[src/rtl/sqrt_seq_pkg.sv]
// ---------------------------------------------------------------------------
// sqrt_seq_pkg
// Shared definitions for the sequencer that drives a squareroot_f32 unit.
//   state_e     : FSM state encoding (IDLE / LOAD / RUN / DONE)
//   QNAN_F32    : canonical quiet NaN returned when the unit never answers
//   CNT_W       : width of the shared LOAD/RUN cycle counter
// ---------------------------------------------------------------------------
package sqrt_seq_pkg;

  typedef enum logic [1:0] {
    ST_IDLE = 2'd0,
    ST_LOAD = 2'd1,
    ST_RUN  = 2'd2,
    ST_DONE = 2'd3
  } state_e;

  localparam logic [31:0] QNAN_F32 = 32'h7fc0_0000;

  localparam int CNT_W = 8;

endpackage : sqrt_seq_pkg

[src/rtl/sqrt_f32_seq.sv]
// ---------------------------------------------------------------------------
// sqrt_f32_seq
// Sequencer wrapped around an externally instantiated squareroot_f32 unit.
// An operand is accepted on a valid/ready handshake, the unit is held in its
// load state (sq_rst=1) for HOLD_CYCLES cycles, then released to compute.
// The first rdy seen after release is ignored because it may be left over
// from the previous operation. If no qualified rdy arrives within TIMEOUT
// RUN cycles the operation is aborted and a quiet NaN is returned with
// out_timeout set. Results are held until the downstream consumer accepts.
//
// Parameters
//   HOLD_CYCLES : cycles sq_rst is held high per operand (1..15)
//   TIMEOUT     : maximum RUN cycles waiting for sq_rdy (4..255)
//
// Ports
//   clk, rst              : clock, synchronous active-high reset
//   in_valid/in_ready     : operand handshake, in_a is the f32 operand
//   sq_rst, sq_a          : load/start and operand towards squareroot_f32
//   sq_rdy, sq_sqrt       : ready flag and result from squareroot_f32
//   out_valid/out_ready   : result handshake
//   out_sqrt, out_timeout : registered result and abort qualifier
//   busy                  : high while loading or computing
// ---------------------------------------------------------------------------
module sqrt_f32_seq
  import sqrt_seq_pkg::*;
#(
  parameter int HOLD_CYCLES = 1,
  parameter int TIMEOUT     = 32
) (
  input  logic        clk,
  input  logic        rst,
  input  logic        in_valid,
  output logic        in_ready,
  input  logic [31:0] in_a,
  output logic        sq_rst,
  output logic [31:0] sq_a,
  input  logic        sq_rdy,
  input  logic [31:0] sq_sqrt,
  output logic        out_valid,
  input  logic        out_ready,
  output logic [31:0] out_sqrt,
  output logic        out_timeout,
  output logic        busy
);

  // Terminal counts, sized to the counter so the compares are width-exact.
  localparam logic [CNT_W-1:0] HOLD_LAST    = CNT_W'(HOLD_CYCLES - 1);
  localparam logic [CNT_W-1:0] TIMEOUT_LAST = CNT_W'(TIMEOUT - 1);

  state_e           state_q;
  logic [CNT_W-1:0] cnt_q;
  logic [31:0]      sq_a_q;
  logic [31:0]      out_sqrt_q;
  logic             out_timeout_q;
  logic             out_valid_q;

  // A qualified rdy: the unit says done and this is not the first RUN cycle,
  // where a rdy may still be asserted from the operation before.
  logic rdy_qualified;
  assign rdy_qualified = sq_rdy && (cnt_q != '0);

  // -------------------------------------------------------------------------
  // FSM, counter and datapath registers.
  // NOTE: every register here is assigned with <= so all of them update
  // together from the values present before the edge; blocking assignments
  // would let a later statement see an already-updated state or counter.
  // -------------------------------------------------------------------------
  always_ff @(posedge clk) begin
    if (rst) begin
      state_q       <= ST_IDLE;
      cnt_q         <= '0;
      sq_a_q        <= '0;
      out_sqrt_q    <= '0;
      out_timeout_q <= 1'b0;
      out_valid_q   <= 1'b0;
    end else begin
      case (state_q)
        ST_IDLE: begin
          if (in_valid) begin
            sq_a_q  <= in_a;
            cnt_q   <= '0;
            state_q <= ST_LOAD;
          end
        end

        ST_LOAD: begin
          if (cnt_q == HOLD_LAST) begin
            cnt_q   <= '0;
            state_q <= ST_RUN;
          end else begin
            cnt_q <= cnt_q + 1'b1;
          end
        end

        ST_RUN: begin
          cnt_q <= cnt_q + 1'b1;
          // A genuine result takes priority over the timeout in the same
          // cycle, so the rdy check is evaluated first.
          if (rdy_qualified) begin
            out_sqrt_q    <= sq_sqrt;
            out_timeout_q <= 1'b0;
            out_valid_q   <= 1'b1;
            state_q       <= ST_DONE;
          end else if (cnt_q == TIMEOUT_LAST) begin
            out_sqrt_q    <= QNAN_F32;
            out_timeout_q <= 1'b1;
            out_valid_q   <= 1'b1;
            state_q       <= ST_DONE;
          end
        end

        ST_DONE: begin
          if (out_ready) begin
            out_valid_q <= 1'b0;
            if (in_valid) begin
              // Back-to-back: the next operand is taken in the same cycle
              // the result is consumed, skipping IDLE.
              sq_a_q  <= in_a;
              cnt_q   <= '0;
              state_q <= ST_LOAD;
            end else begin
              state_q <= ST_IDLE;
            end
          end
        end

        default: begin
          state_q <= ST_IDLE;
        end
      endcase
    end
  end

  // -------------------------------------------------------------------------
  // Outputs decoded from the state register. in_ready in DONE follows
  // out_ready so a new operand can be accepted while the result drains.
  // -------------------------------------------------------------------------
  assign in_ready    = (state_q == ST_IDLE) || ((state_q == ST_DONE) && out_ready);
  assign busy        = (state_q == ST_LOAD) || (state_q == ST_RUN);
  assign sq_rst      = (state_q != ST_RUN);
  assign sq_a        = sq_a_q;
  assign out_valid   = out_valid_q;
  assign out_sqrt    = out_sqrt_q;
  assign out_timeout = out_timeout_q;

endmodule : sqrt_f32_seq
[config.mk]
export PLATFORM = sky130hd
export DESIGN_NAME = sqrt_f32_seq
export DESIGN_NICKNAME = d
export VERILOG_FILES = /design/src/rtl/sqrt_seq_pkg.sv /design/src/rtl/sqrt_f32_seq.sv
export SDC_FILE = /design/constraint.sdc
export NUM_CORES = 1
export LEC_CHECK = 0
export CAP_MARGIN = 20
export CELL_PAD_IN_SITES_DETAIL_PLACEMENT = 0
export CELL_PAD_IN_SITES_GLOBAL_PLACEMENT = 1
export CORE_MARGIN = 2
export CORE_UTILIZATION = 30
export CTS_CLUSTER_SIZE = 14
export DETAILED_ROUTE_END_ITERATION = 12
export GPL_ROUTABILITY_DRIVEN = 0
export PLACE_DENSITY_LB_ADDON = 0.1
export SYNTH_ARGS = -nofsm -noshare
export SYNTH_HDL_FRONTEND = slang
export SYNTH_SLANG_ARGS = --single-unit
export TNS_END_PERCENT = 50
[constraint.sdc]
create_clock -name clk -period 2.7 [get_ports clk]
set_input_delay 0.81 -clock clk [delete_from_list [all_inputs] [get_ports clk]]
set_output_delay 0.81 -clock clk [all_outputs]
set_load 0.02 [all_outputs]
==> impl_metrics.tcl <==
set metrics [dict create \
    postSynthAreaPerCell_um2 8.98 \
    hold_buffers 0 \
    grt_pass1_vias 2749 \
    final_nets 552 \
    dpl.hpwl_mm 5.72 \
    post-route-period-util 0.958 \
    area_delta_synth_final_pct 57.9 \
    cts_buffer_depth 2 \
    wl_per_cell_um 13.4 \
    synth_area_um2 3050 \
    placementRows 36 \
    synth_cells 339 \
    cts_buffers 9 \
    worstMarginPinSlew_ps 415 \
    preCtsSetupSlack_ps -157 \
    synth_top_cell_by_area "dfxtp_1" \
    ys.flop_type "dfxtp_1" \
    rsz0062_at_grt "no" \
    fillers 989 \
    final_max_slew_viol_count 0 \
    grt_pass1_wl_mm 13.5 \
    yosys-top-cells-count "nand2_1, dfxtp_1, a21oi_1" \
    first_pass_iters 4 \
    crit_path_start_kind "input port" \
    vias 2824 \
    finalSetupViolCount 0 \
    die_w_um 105 \
    reg2reg_depth 7 \
    outcome "complete, no violations" \
    leakagePower_nw 1.72 \
    path_max_fanout 2 \
    initial_core_util 0.310 \
    port_buffers 137 \
    grt_usage 0.151 \
    detail_route.drc_violations 0 \
    clkTransAtPathRegs_ps 80 \
    synthArstFlopShare 0 \
    ios 138 \
    r2r-end "out_sqrt[2]$_SDFFE_PP0P_" \
    clock_latency_ps 340 \
    hold_path.class "flop to flop" \
    cp-startpoint "out_ready" \
    hold-worst-slack_ps 448 \
    r2r_start "cnt_q[0]$_SDFFE_PP0P_" \
    syn_nets 415 \
    cts_sinks 76 \
    fmax_mhz 387 \
    finClkSkew_ps 11.1 \
    core_um2 9820 \
    antenna_found_initial 0 \
    die_h_um 105 \
    p_int_w 0.00227 \
    ys_seq_area_frac 0.500 \
    cts-root-buf "clkbuf_8" \
    crit_type "input port to output pin" \
    synth_top_area_frac 0.500 \
    pwr-share-comb 0.299 \
    switching_share 0.311 \
    first_iter_violations 82 \
    cts_tree "yes" \
    cap_viol_max_count 0 \
    cp.arrival_ps 1780 \
    synth_cell_types 39 \
    drtAntennaViolNets 0 \
    cp.required_ps 1890 \
    synth_edf_count 0 \
    synth_most_common_cell "nand2_1" \
    grt_max_degree 35 \
    maxSlewHeadroom 0.723 \
    reg2reg_slack_ps 630 \
    min_from "out_timeout$_SDFFE_PP0P_" \
    drt_wl_total_mm 8.23 \
    post-route-worst-setup-slack_ps 114 \
    finalHoldViolations 0 \
    yosys_warnings 0 \
    diodes 0 \
    synth-seq-cells 76 \
    synth.area.top_cells "dfxtp_1, nand2_1, a32o_1" \
    avgViaCountPerCell 4.61 \
    period_minus_slack_ps 2590 \
    clkPwrFrac 0.315 \
    whs_path_depth 2 \
    cts-htree-levels 3 \
    overflow 0 \
    die-area_um2 11000 \
    power_density_nw_per_um2 686 \
    switchingPower_w 0.00102 \
    ir_drop_mv 0.366 \
    hold_end "out_timeout$_SDFFE_PP0P_" \
    pwr-share-seq 0.386 \
    drive_above_1_share 0.0979 \
    end_kind "output pin" \
]
[per-layer routing]
layer,global-route usage,routed length [um],vias up
li1,-,-,1450
met1,0.193,3680,1272
met2,0.235,3780,96
met3,0.0630,713,6
met4,0.0429,54,0
met5,0,0,-
[worst max-delay path, stage by stage]
cell	delay (ps)
clkdlybuf4s50_1	500
nand2_1	70
nand2_1	70
dlygate4sd2_1	330
[how the worst max path moves through the flow]
stage / end / slack, ps
6_report: in_ready / 110
5_1_grt: in_ready / 60
4_1_cts: sq_rst / 80
3_5_place_dp: in_ready / -160
3_3_place_gp: in_ready / -120
2_1_floorplan: cnt_q[7]$_SDFFE_PP0P_ / 730
[cell type report]
class                      count  area [um2]  share of cell area
tap                          133         166              0.0346
clock buffer                   9         124              0.0258
clock inverter                 6         114              0.0237
inverter                      20        75.1              0.0156
sequential                    76        1520               0.316
timing repair buffer         151        1480               0.309
multi-input combinational    218        1320               0.275
[flip-flops by register name, indices dropped and copies added, names as in the netlist]
register and cells:
cnt_q 8, out_sqrt 32, out_timeout 1, out_valid 1
sq_a 32, state_q 2
[logic make-up (layout without fill, tap and decap cells)]
family | after synthesis | count (layout) | synth area share
buffers and inverters | 45 | 186 | 0.0657
flip-flops | 76 | 76 | 0.500
multiplexers | 3 | 3 | 0.0103
AO/OA/AOI/OAI | 89 | 89 | 0.226
AND/OR/NAND/NOR | 119 | 119 | 0.169
adder cells (fa/ha/maj) | 7 | 7 | 0.0288
[timing repair]
action	4_1_cts	5_1_grt
setup endpoints to repair	2	1
gates resized for setup	2	1
endpoints found under the hold margin	0	0
setup buffers	0	0
[through the flow]
stage	power [W]	cells	area, um2	utilization	setup TNS [ps]
floorplan	0.00183	339	3050	-	0
global placement	0.00231	597	4560	0.465	-123
detailed placement	0.00232	597	4560	0.465	-157
CTS	0.00336	612	4800	0.489	0
global route	0.00351	613	4810	0.490	0
finish	0.00330	613	4810	0.490	0
[power by group through the flow]
stage	sequential [W]	combinational, W	clock (W)
after floorplan	0.00140	0.000434	0
after global placement	0.00130	0.00102	0
after detailed placement	0.00130	0.00102	0
after CTS	0.00127	0.00100	0.00108
after global routing	0.00129	0.00110	0.00112
final	0.00127	0.000985	0.00104
[placed cells by master (no fill, tap or decap), drive strengths merged, types with 2 or more instances in the layout]
master,count
a211oi,9
a21oi,37
a31oi,5
a32o,23
buf,14
bufinv,3
clkbuf,10
clkdlybuf4s50,133
clkinvlp,2
dfxtp,76
dlygate4sd2,2
ha,7
inv,20
mux2i,2
nand2,81
nand3,14
nor2,11
nor3,2
o211ai,2
o21ai,4
o32ai,3
Note: power is estimated with default switching activity, not from simulation.
